--- config.mk ---
export PLATFORM = sky130hd
export DESIGN_NAME = uart_tx_arbiter_flat
export DESIGN_NICKNAME = d
export VERILOG_FILES = /design/src/rtl/uart_tx_arbiter_if.sv /design/src/rtl/uart_tx_arbiter.sv /design/src/flat_wrapper.sv
export SDC_FILE = /design/constraint.sdc
export NUM_CORES = 1
export LEC_CHECK = 0
export ABC_AREA = 1
export ABC_CLOCK_PERIOD_IN_PS = 3340
export CAP_MARGIN = 20
export CORE_ASPECT_RATIO = 1.2
export CORE_MARGIN = 4
export CORE_UTILIZATION = 42
export CTS_BUF_LIST = sky130_fd_sc_hd__clkbuf_8
export DETAILED_ROUTE_END_ITERATION = 10
export HOLD_SLACK_MARGIN = 0.05
export PLACE_DENSITY = 0.63
export SYNTH_ARGS = -nofsm -noshare
export SYNTH_HDL_FRONTEND = slang
export SYNTH_SLANG_ARGS = --single-unit
--- constraint.sdc ---
create_clock -name clk -period 3.34 [get_ports clk]
set_clock_uncertainty 0.1 [all_clocks]
set_input_delay 0.668 -clock clk [delete_from_list [all_inputs] [get_ports clk]]
set_output_delay 0.668 -clock clk [all_outputs]
set_load 0.03 [all_outputs]
--- src/rtl/uart_tx_arbiter_if.sv ---
// Handshake bundle between two message requesters, the arbiter and the UART send buffer.
// The arbiter connects through the slave modport; the master modport is the requester/sink side.
interface uart_tx_arbiter_if;
  logic        req0_valid;
  logic        req0_ready;
  logic [31:0] req0_data;
  logic        req0_id;
  logic        req0_last;
  logic        req1_valid;
  logic        req1_ready;
  logic [31:0] req1_data;
  logic        req1_id;
  logic        req1_last;
  logic        out_valid;
  logic        out_ready;
  logic [31:0] out_data;
  logic        out_id;

  modport master (
    output req0_valid, req0_data, req0_id, req0_last,
    output req1_valid, req1_data, req1_id, req1_last,
    output out_ready,
    input  req0_ready, req1_ready, out_valid, out_data, out_id
  );

  modport slave (
    input  req0_valid, req0_data, req0_id, req0_last,
    input  req1_valid, req1_data, req1_id, req1_last,
    input  out_ready,
    output req0_ready, req1_ready, out_valid, out_data, out_id
  );
endinterface

--- src/rtl/uart_tx_arbiter.sv ---
// Two-requester message arbiter for the UART send buffer: per-requester FIFOs,
// round-robin between messages, never interleaving words of different messages.
module uart_tx_arbiter #(
  parameter int DEPTH = 4
) (
  input  logic               clk,
  input  logic               rstn,
  uart_tx_arbiter_if.slave   bus,
  output logic [1:0]         owner
);

  localparam int PW = $clog2(DEPTH);
  localparam int CW = PW + 1;

  localparam logic [1:0] IDLE   = 2'd0;
  localparam logic [1:0] GRANT0 = 2'd1;
  localparam logic [1:0] GRANT1 = 2'd2;

  // FIFO entry layout: {last, id, data}
  logic [33:0]   mem_q  [2][DEPTH];
  logic [PW-1:0] wptr_q [2];
  logic [PW-1:0] rptr_q [2];
  logic [CW-1:0] cnt_q  [2];
  logic [CW-1:0] cnt_d  [2];
  logic [33:0]   wdata  [2];
  logic [33:0]   head   [2];
  logic [1:0]    ready_q;
  logic [1:0]    push;
  logic [1:0]    pop;
  logic [1:0]    nempty;

  logic [1:0]    state_q, state_d;
  logic          last_owner_q, last_owner_d;
  logic          sel;
  logic          slot_free;
  logic          out_valid_q;
  logic [31:0]   out_data_q;
  logic          out_id_q;

  assign wdata[0] = {bus.req0_last, bus.req0_id, bus.req0_data};
  assign wdata[1] = {bus.req1_last, bus.req1_id, bus.req1_data};
  assign push     = {bus.req1_valid & ready_q[1], bus.req0_valid & ready_q[0]};
  assign head[0]  = mem_q[0][rptr_q[0]];
  assign head[1]  = mem_q[1][rptr_q[1]];
  assign nempty   = {cnt_q[1] != '0, cnt_q[0] != '0};
  assign slot_free = !out_valid_q || bus.out_ready;

  always_comb begin
    for (int n = 0; n < 2; n++) begin
      cnt_d[n] = cnt_q[n] + CW'(push[n]) - CW'(pop[n]);
    end
  end

  // Arbitration: a granted requester keeps the slot until its last word is popped.
  always_comb begin
    state_d      = state_q;
    last_owner_d = last_owner_q;
    pop          = 2'b00;
    sel          = 1'b0;
    case (state_q)
      IDLE: begin
        if (slot_free && nempty != 2'b00) begin
          sel      = (nempty == 2'b11) ? ~last_owner_q : nempty[1];
          pop[sel] = 1'b1;
          if (head[sel][33]) begin
            last_owner_d = sel;
          end else begin
            state_d = sel ? GRANT1 : GRANT0;
          end
        end
      end
      GRANT0: begin
        sel = 1'b0;
        if (slot_free && nempty[0]) begin
          pop[0] = 1'b1;
          if (head[0][33]) begin
            state_d      = IDLE;
            last_owner_d = 1'b0;
          end
        end
      end
      GRANT1: begin
        sel = 1'b1;
        if (slot_free && nempty[1]) begin
          pop[1] = 1'b1;
          if (head[1][33]) begin
            state_d      = IDLE;
            last_owner_d = 1'b1;
          end
        end
      end
      default: state_d = IDLE;
    endcase
  end

  always_ff @(posedge clk) begin
    for (int n = 0; n < 2; n++) begin
      if (push[n]) begin
        mem_q[n][wptr_q[n]] <= wdata[n];
      end
    end
  end

  // Ready is registered from the next-cycle occupancy so a full FIFO never accepts.
  always_ff @(posedge clk) begin
    if (!rstn) begin
      for (int n = 0; n < 2; n++) begin
        wptr_q[n] <= '0;
        rptr_q[n] <= '0;
        cnt_q[n]  <= '0;
      end
      ready_q <= 2'b00;
    end else begin
      for (int n = 0; n < 2; n++) begin
        if (push[n]) wptr_q[n] <= wptr_q[n] + PW'(1);
        if (pop[n])  rptr_q[n] <= rptr_q[n] + PW'(1);
        cnt_q[n]   <= cnt_d[n];
        ready_q[n] <= (cnt_d[n] < CW'(DEPTH));
      end
    end
  end

  always_ff @(posedge clk) begin
    if (!rstn) begin
      state_q      <= IDLE;
      last_owner_q <= 1'b1;
      out_valid_q  <= 1'b0;
      out_data_q   <= '0;
      out_id_q     <= 1'b0;
    end else begin
      state_q      <= state_d;
      last_owner_q <= last_owner_d;
      if (pop != 2'b00) begin
        out_valid_q <= 1'b1;
        out_data_q  <= head[sel][31:0];
        out_id_q    <= head[sel][32];
      end else if (bus.out_ready) begin
        out_valid_q <= 1'b0;
      end
    end
  end

  assign bus.req0_ready = ready_q[0];
  assign bus.req1_ready = ready_q[1];
  assign bus.out_valid  = out_valid_q;
  assign bus.out_data   = out_data_q;
  assign bus.out_id     = out_id_q;
  assign owner          = state_q;

endmodule

--- src/flat_wrapper.sv ---
// flat-port wrapper written by rule: the top's interface ports become plain ports
module uart_tx_arbiter_flat 
#(
  parameter int DEPTH = 4
)
  (clk, rstn, owner, bus_req0_valid, bus_req0_data, bus_req0_id, bus_req0_last, bus_req1_valid, bus_req1_data, bus_req1_id, bus_req1_last, bus_out_ready, bus_req0_ready, bus_req1_ready, bus_out_valid, bus_out_data, bus_out_id);
  uart_tx_arbiter_if bus_i ();
  input  logic clk;
  input  logic rstn;
  output logic [1:0] owner;
  input wire logic [$bits(bus_i.req0_valid)-1:0] bus_req0_valid;
  input wire logic [$bits(bus_i.req0_data)-1:0] bus_req0_data;
  input wire logic [$bits(bus_i.req0_id)-1:0] bus_req0_id;
  input wire logic [$bits(bus_i.req0_last)-1:0] bus_req0_last;
  input wire logic [$bits(bus_i.req1_valid)-1:0] bus_req1_valid;
  input wire logic [$bits(bus_i.req1_data)-1:0] bus_req1_data;
  input wire logic [$bits(bus_i.req1_id)-1:0] bus_req1_id;
  input wire logic [$bits(bus_i.req1_last)-1:0] bus_req1_last;
  input wire logic [$bits(bus_i.out_ready)-1:0] bus_out_ready;
  output wire logic [$bits(bus_i.req0_ready)-1:0] bus_req0_ready;
  output wire logic [$bits(bus_i.req1_ready)-1:0] bus_req1_ready;
  output wire logic [$bits(bus_i.out_valid)-1:0] bus_out_valid;
  output wire logic [$bits(bus_i.out_data)-1:0] bus_out_data;
  output wire logic [$bits(bus_i.out_id)-1:0] bus_out_id;
  assign bus_i.req0_valid = bus_req0_valid;
  assign bus_i.req0_data = bus_req0_data;
  assign bus_i.req0_id = bus_req0_id;
  assign bus_i.req0_last = bus_req0_last;
  assign bus_i.req1_valid = bus_req1_valid;
  assign bus_i.req1_data = bus_req1_data;
  assign bus_i.req1_id = bus_req1_id;
  assign bus_i.req1_last = bus_req1_last;
  assign bus_i.out_ready = bus_out_ready;
  assign bus_req0_ready = bus_i.req0_ready;
  assign bus_req1_ready = bus_i.req1_ready;
  assign bus_out_valid = bus_i.out_valid;
  assign bus_out_data = bus_i.out_data;
  assign bus_out_id = bus_i.out_id;
  uart_tx_arbiter #(.DEPTH(DEPTH)) u_core (.clk(clk), .rstn(rstn), .bus(bus_i), .owner(owner));
endmodule
==> summary.md, run 1 <==
| Metric | Value |
|---|---|
| Status | complete, no violations |
| Fmax | 404 MHz |
| Final Instance Area | 15800 um2 |
| Hold_sp | u_core.bus.out_data[15] |
| Mean Syn Cell Area | 11.8 um2 |
| Root buffer cell | clkbuf_8 |
| Worst EP arrival | 2.90 ns |
| Dpl hpwl | 18400 um |
| Synth top cells by count | 280 x edfxtp_1, 183 x nand2_1, 161 x nor2_1 |
| Fraction of layout cells with a size suffix above 1 | 13.3% |
| Setup ws final | 0.862 ns |
| Row count | 70 |
| H-tree levels | 2 |
| Initial Utilization | 43.0% |
| All-Layer GR Usage | 16.9% |
| Synth area leader | edfxtp_1 |
| FFs w/ async S/R, synth | 0% |
| Core Region | 30800 um2 |
| Hold_ws | 0.369 ns |
| Fin nets | 1334 |
| Die Width | 170 um |
| Fin cells | 1679 |
| Grt ovf | 0 |
| # DRC | 0 |
| Cts hold-fix bufs | 0 |
| Post-CTS Repair Setup Buffers | 0 |
| Gpl congestion | 0.807 |
| Netlist cell types | 29 |
| Grt met2 use | 27.1% |
| Hold/Removal Path Class | reg2reg |
| Grt met1 use | 23.3% |
| Total clock sinks | 325 |
| Pleak | 5.70 nW |
| Most Crowded Layer GR | met2 |
| Avg Vias per Cell | 5.06 |
| Crit path cell chain | clkdlybuf4s50_1 -> inv_1 -> nand2_1 -> nand2_1 -> nand2_2 -> nand3_1 -> nand2_2 -> ha_1 -> inv_1 -> ha_1 -> inv_1 -> fa_1 -> xor2_1 -> inv_1 -> nor2_1 |
| DR vias | 8493 |
| Cell Area, Placed | 14800 um2 |
| Setup crit end kind | flip-flop |
| Final period util | 74.2% |
| Syn Inst Count | 1120 |
| Most frequent CP cell | inv_1 |
| Final slew viol count | 0 |
| Synth Register Bits | 325 |
| Largest net degree at the start of global routing | 61 |
| Clk buf depth | 3 |
| Net count after synthesis | 1211 |
| Area Growth Syn to Fin | 19.3% |
| R2R Path Start | u_core.owner[0] |
| Number of global-route vias before repair | 8313 |
| Antenna diodes | 0 |
| CTS tree | done |
| I/O Buffers | 110 |
| RSZ-0062 raised after global routing | false |
| Largest cells by area after synthesis | edfxtp_1 63%, dfxtp_1 6.8%, nand2_1 5.2%, nor2_1 4.6%, o21ai_0 3.9% |
| DR pass1 iterations | 5 |
| Setup crit start | bus_out_ready |
| Met3 usage | 3.37% |
| Crit-path max FO | 4 |
| CTS Buf Count | 49 |
| Netlist Area Pre-Place | 13200 um2 |
| Sequential-to-total area share from yosys stat | 70.3% |
| Die Ht | 203 um |
| Final setup fails | 0 |
| Post-route ant nets | 0 |
| Resized Gates After CTS | 0 |
| Max IR drop VDD | 0.456 mV |
| Most frequent cell after synthesis | edfxtp_1 |
| Share of the synthesized area in the top cell type | 63.5% |
| Worst Tran Pin Value | 0.645 ns |
| Clock transition at path regs | 0.06 ns |
| Critical path type | in2reg |
| PwrDens | 843 nW/um2 |
| Relative slew slack | 57.0% |
| Die area | 34500 um2 |
| Data required time at the worst endpoint | 3.76 ns |
| Final Hold Vio Count | 0 |
| Final WL | 29400 um |
| Number of synthesized flops with an enable pin | 280 |
| Tmin final | 2.48 ns |
| DR iter-0 viols | 498 |
| # IOs | 111 |
| Ys flop type | edfxtp_1 |
| Global-route wire length before repair | 45700 um |
| Pre-CTS WS | 0.271 ns |
| Worst skew pair latency | 0.58 ns |
| Slowest cell on the critical path | clkdlybuf4s50_1 |
| Max-cap viol count | 0 |
| Average wire per standard cell | 17.5 um |
| CP startpoint kind | input port |
| Synth Warn # | 0 |
| Fill count | 2669 |
| Placed Cells | 1588 |
| Initial antenna violation count | 2 |
| Slowest stage delay, CP | 0.45 ns |
| Setup_tns | 0 ns |
[worst paths after layout]
path	endpoint	slack, ns	depth (start not counted)
min	u_core.bus.out_data[15]	0.37	2
max reg2reg	u_core.ready_q[1]	0.87	11
min reg2reg	u_core.bus.out_data[15]	0.37	2
max	u_core.cnt_q[0][2]	0.86	15
[cells by family after synthesis]
group / share of synthesized area, %
simple gates: 14.8
xor+xnor: 0.198
fa+ha+maj: 1.81
compound gates: 9.46
flops: 70.3
buf+inv: 3.48
[critical path, delay by kind of cell]
kind,cells,cell delay (ns)
xor+xnor,1,0.20
simple gates,6,0.65
fa+ha+maj,3,0.75
buf+inv,5,0.64
[registers in the layout (all words and copies together), names as in the netlist]
register,cells
u_core.bus.out_data,32
u_core.bus.out_id,1
u_core.bus.out_valid,1
u_core.cnt_q,6
u_core.last_owner_q,1
u_core.mem_q,272
u_core.owner,2
u_core.ready_q,2
u_core.rptr_q,4
u_core.wptr_q,4
[report_power, final]
part | switching (W) | total (W) | internal [W]
clock network | 0.00149 | 0.00320 | 0.00171
logic | 0.00334 | 0.00508 | 0.00173
registers | 0.000198 | 0.00504 | 0.00484
total | 0.00503 | 0.0133 | 0.00828
[layout make-up]
class	count	area, um2	share of cell area (%)
Clock inverter	41	279	1.77
Timing Repair Buffer	136	1370	8.68
Clock buffer	50	688	4.36
Tap cell	396	495	3.14
Inverter	42	158	0.998
Multi-Input combinational cell	689	3500	22.1
Sequential cell	325	9310	58.9
[placed cells by master (no fill, tap or decap), drive strengths merged]
master	n
edfxtp	280
nand2	216
nor2	164
clkdlybuf4s50	110
o21ai	104
nand3	80
a21oi	66
inv	57
clkbuf	50
dfxtp	45
o22a	30
buf	26
clkinv	19
ha	16
o22ai	6
bufinv	4
clkinvlp	3
nand4	2
xor2	2
fa	2
xnor2	1
[per-stage QoR]
step	utilization, %	total power [W]
3_3_place_gp	48.1	0.0102
5_1_grt	51.2	0.0142
2_1_floorplan	-	0.00875
3_5_place_dp	48.1	0.0102
4_1_cts	51.2	0.0135
6_report	51.2	0.0133
[metal layers]
metal,wire length [um],vias to the layer above
li1,-,4174
met1,13000,4034
met2,14100,230
met3,1650,51
met4,624,4
met5,27,-
(Power assumes the default switching activity.)
==> inputs of run 2 (changes only) <==
ABC_CLOCK_PERIOD_IN_PS = 2520   (was 3340)
clock period = 2.52 ns   (was 3.34 ns; I/O delays follow)
==> summary.md, run 2 (synthesized netlist as in run 1, its figures left out) <==
| Metric | Value |
|---|---|
| Core Region | 30800 um2 (unchanged) |
| Relative slew slack | 68.7% (+12 points) |
| Critical path type | reg2reg |
| Pleak | 5.83 nW (+2.2%) |
| Final setup fails | 0 (unchanged) |
| Crit-path max FO | 4 (unchanged) |
| Most frequent CP cell | inv_1 |
| Total power | 0.0177 W (+33%) |
| Die Ht | 203 um (unchanged) |
| CP startpoint kind | flip-flop |
| Root buffer cell | clkbuf_8 |
| Hold/Removal Path Class | reg2reg |
| Dpl hpwl | 19300 um (+4.7%) |
| Tmin final | 2.39 ns |
| Largest net degree at the start of global routing | 65 (+6.6%) |
| R2R Setup Slk | 0.13 ns (-0.74 ns) |
| Resized Gates After CTS | 0 (unchanged) |
| Gpl congestion | 0.808 (about the same) |
| Initial Utilization | 43.0% (unchanged) |
| Data required time at the worst endpoint | 2.92 ns (-0.84 ns) |
| CTS tree | done |
| All-Layer GR Usage | 16.9% (+0.043 points) |
| DR iter-0 viols | 559 (+12%) |
| Clk buf depth | 3 (unchanged) |
| Fraction of layout cells with a size suffix above 1 | 14.8% (+1.4 points) |
| Highest-count cells in the layout ignoring fill and taps | 280 x edfxtp_1, 183 x nand2_1, 153 x nor2_1 |
| Fin nets | 1355 (+1.6%) |
| Setup crit end kind | flip-flop |
| Clock transition at path regs | 0.06 ns (about the same) |
| Worst Tran Pin Value | 0.469 ns (-0.176 ns) |
| Slowest stage delay, CP | 0.38 ns (-0.07 ns) |
| I/O Buffers | 110 (unchanged) |
| Final period util | 94.9% |
| Setup_tns | 0 ns (unchanged) |
| # IOs | 111 (unchanged) |
| Die Width | 170 um (unchanged) |
| Crit path cell chain | inv_1 -> ha_1 -> inv_2 -> nor2_1 -> inv_1 -> nand2_4 -> ha_1 -> inv_1 -> ha_1 -> fa_1 -> xnor2_1 -> inv_1 -> nor2_1 |
| Number of global-route vias before repair | 8406 (+1.1%) |
| Avg Vias per Cell | 5.00 (-1.1%) |
| Row count | 70 (unchanged) |
| Total clock sinks | 325 (unchanged) |
| DR pass1 iterations | 7 (+2) |
| PwrDens | 1110 nW/um2 (+31%) |
| Final WL | 29400 um (about the same) |
| Max IR drop VDD | 0.565 mV (+24%) |
| Post-route ant nets | 0 (unchanged) |
| Fill count | 2684 (+0.56%) |
| RSZ-0062 raised after global routing | false |
| Average wire per standard cell | 17.3 um (-1.5%) |
| Commonest non-fill, non-tap cell in the layout | edfxtp_1 |
| Worst EP arrival | 2.80 ns (-0.10 ns) |
| Global-route wire length before repair | 46000 um (+0.48%) |
| Final Hold Vio Count | 0 (unchanged) |
| Slowest cell on the critical path | fa_1 |
| Initial antenna violation count | 2 (unchanged) |
| CTS Buf Count | 52 (+6.1%) |
| H-tree levels | 2 (unchanged) |
| # DRC | 0 (unchanged) |
| Worst skew pair latency | 0.57 ns (about the same) |
| Final slew viol count | 0 (unchanged) |
| DR vias | 8530 (+0.44%) |
| Max reg flops | 272 (unchanged) |
| Status | complete, no violations |
| Grt ovf | 0 (unchanged) |
| Max-cap viol count | 0 (unchanged) |
| Fmax | 418 MHz |
| Die area | 34500 um2 (unchanged) |
| Area Growth Syn to Fin | 21.0% |
run 2: cell count changes in the layout (fill, tap and decap cells not counted), moves of 3 or more:
cell / before / now
bufinv_16: 4 / 1
clkbuf_8: 50 / 54
buf_12: 6 / 13
buf_4: 20 / 31
nor2_4: 0 / 4
inv_1: 49 / 52
nor2_2: 10 / 6
run 2: metrics by stage:
step / setup slack [ns] / hold slack (ns) / instances / area (um2) / utilization, %
6_report: 0.128 / 0.372 / 1705 / 16000 / 52.0
5_1_grt: 0.0123 / 0.387 / 1705 / 16000 / 52.0
4_1_cts: 0.125 / 0.376 / 1704 / 16000 / 52.0
3_5_place_dp: -0.314 / 0.363 / 1606 / 15100 / 48.9
3_3_place_gp: -0.282 / 0.363 / 1606 / 15100 / 48.9
2_1_floorplan: -0.147 / 0.383 / 1120 / 13200 / -
run 2: what timing repair did:
item                                    CTS  global route
endpoints found under the setup margin    0             1
hold buffers                              0             0
setup buffers                             0             0
run 2: final timing paths:
path,startpoint,endpoint,cells after the start
max,u_core.owner[0],u_core.ready_q[1],13
min,u_core.bus.out_data[9],u_core.bus.out_data[9],2
max reg2reg,u_core.owner[0],u_core.ready_q[1],13
min reg2reg,u_core.bus.out_data[9],u_core.bus.out_data[9],2
run 2: layout make-up:
type	instances	area [um2]	area share, %
tap	396	495	3.09
clock inverter	44	210	1.31
sequential	325	9310	58.1
clock buffer	54	743	4.64
antenna	1	2.50	0.0156
inverter	42	158	0.983
timing repair buffer	154	1590	9.94
multi-input combinational	689	3520	21.9
run 2: critical path: cells and delay by family (launching register included):
family,cells,cell delay [ns]
simple gates,3,0.21
flops,1,0.37
buf+inv,5,0.35
fa+ha+maj,4,1.10
xor+xnor,1,0.20
run 2: where the power goes:
group	internal, W	switching, W
sequential	0.00642	0.000269
combinational	0.00252	0.00447
clock	0.00209	0.00195
total	0.0110	0.00670
run 2: metal layers:
| layer | vias to the layer above | part of all wire, % | global-route usage [%] | routed length, um |
|---|---|---|---|---|
| li1 | 4213 | - | - | - |
| met3 | 36 | 5.8 | 3.91 | 1720 |
| met5 | - | 0.041 | 0 | 12 |
| met2 | 202 | 48 | 27.7 | 14000 |
| met4 | 2 | 1.8 | 5.05 | 532 |
| met1 | 4077 | 45 | 22.6 | 13100 |
==> inputs of run 3 (changes only) <==
GPL_ROUTABILITY_DRIVEN = 0   (was default)
==> results of run 3 <==
Same layout as run 2: the final DEF is identical, and so are final timing and power.
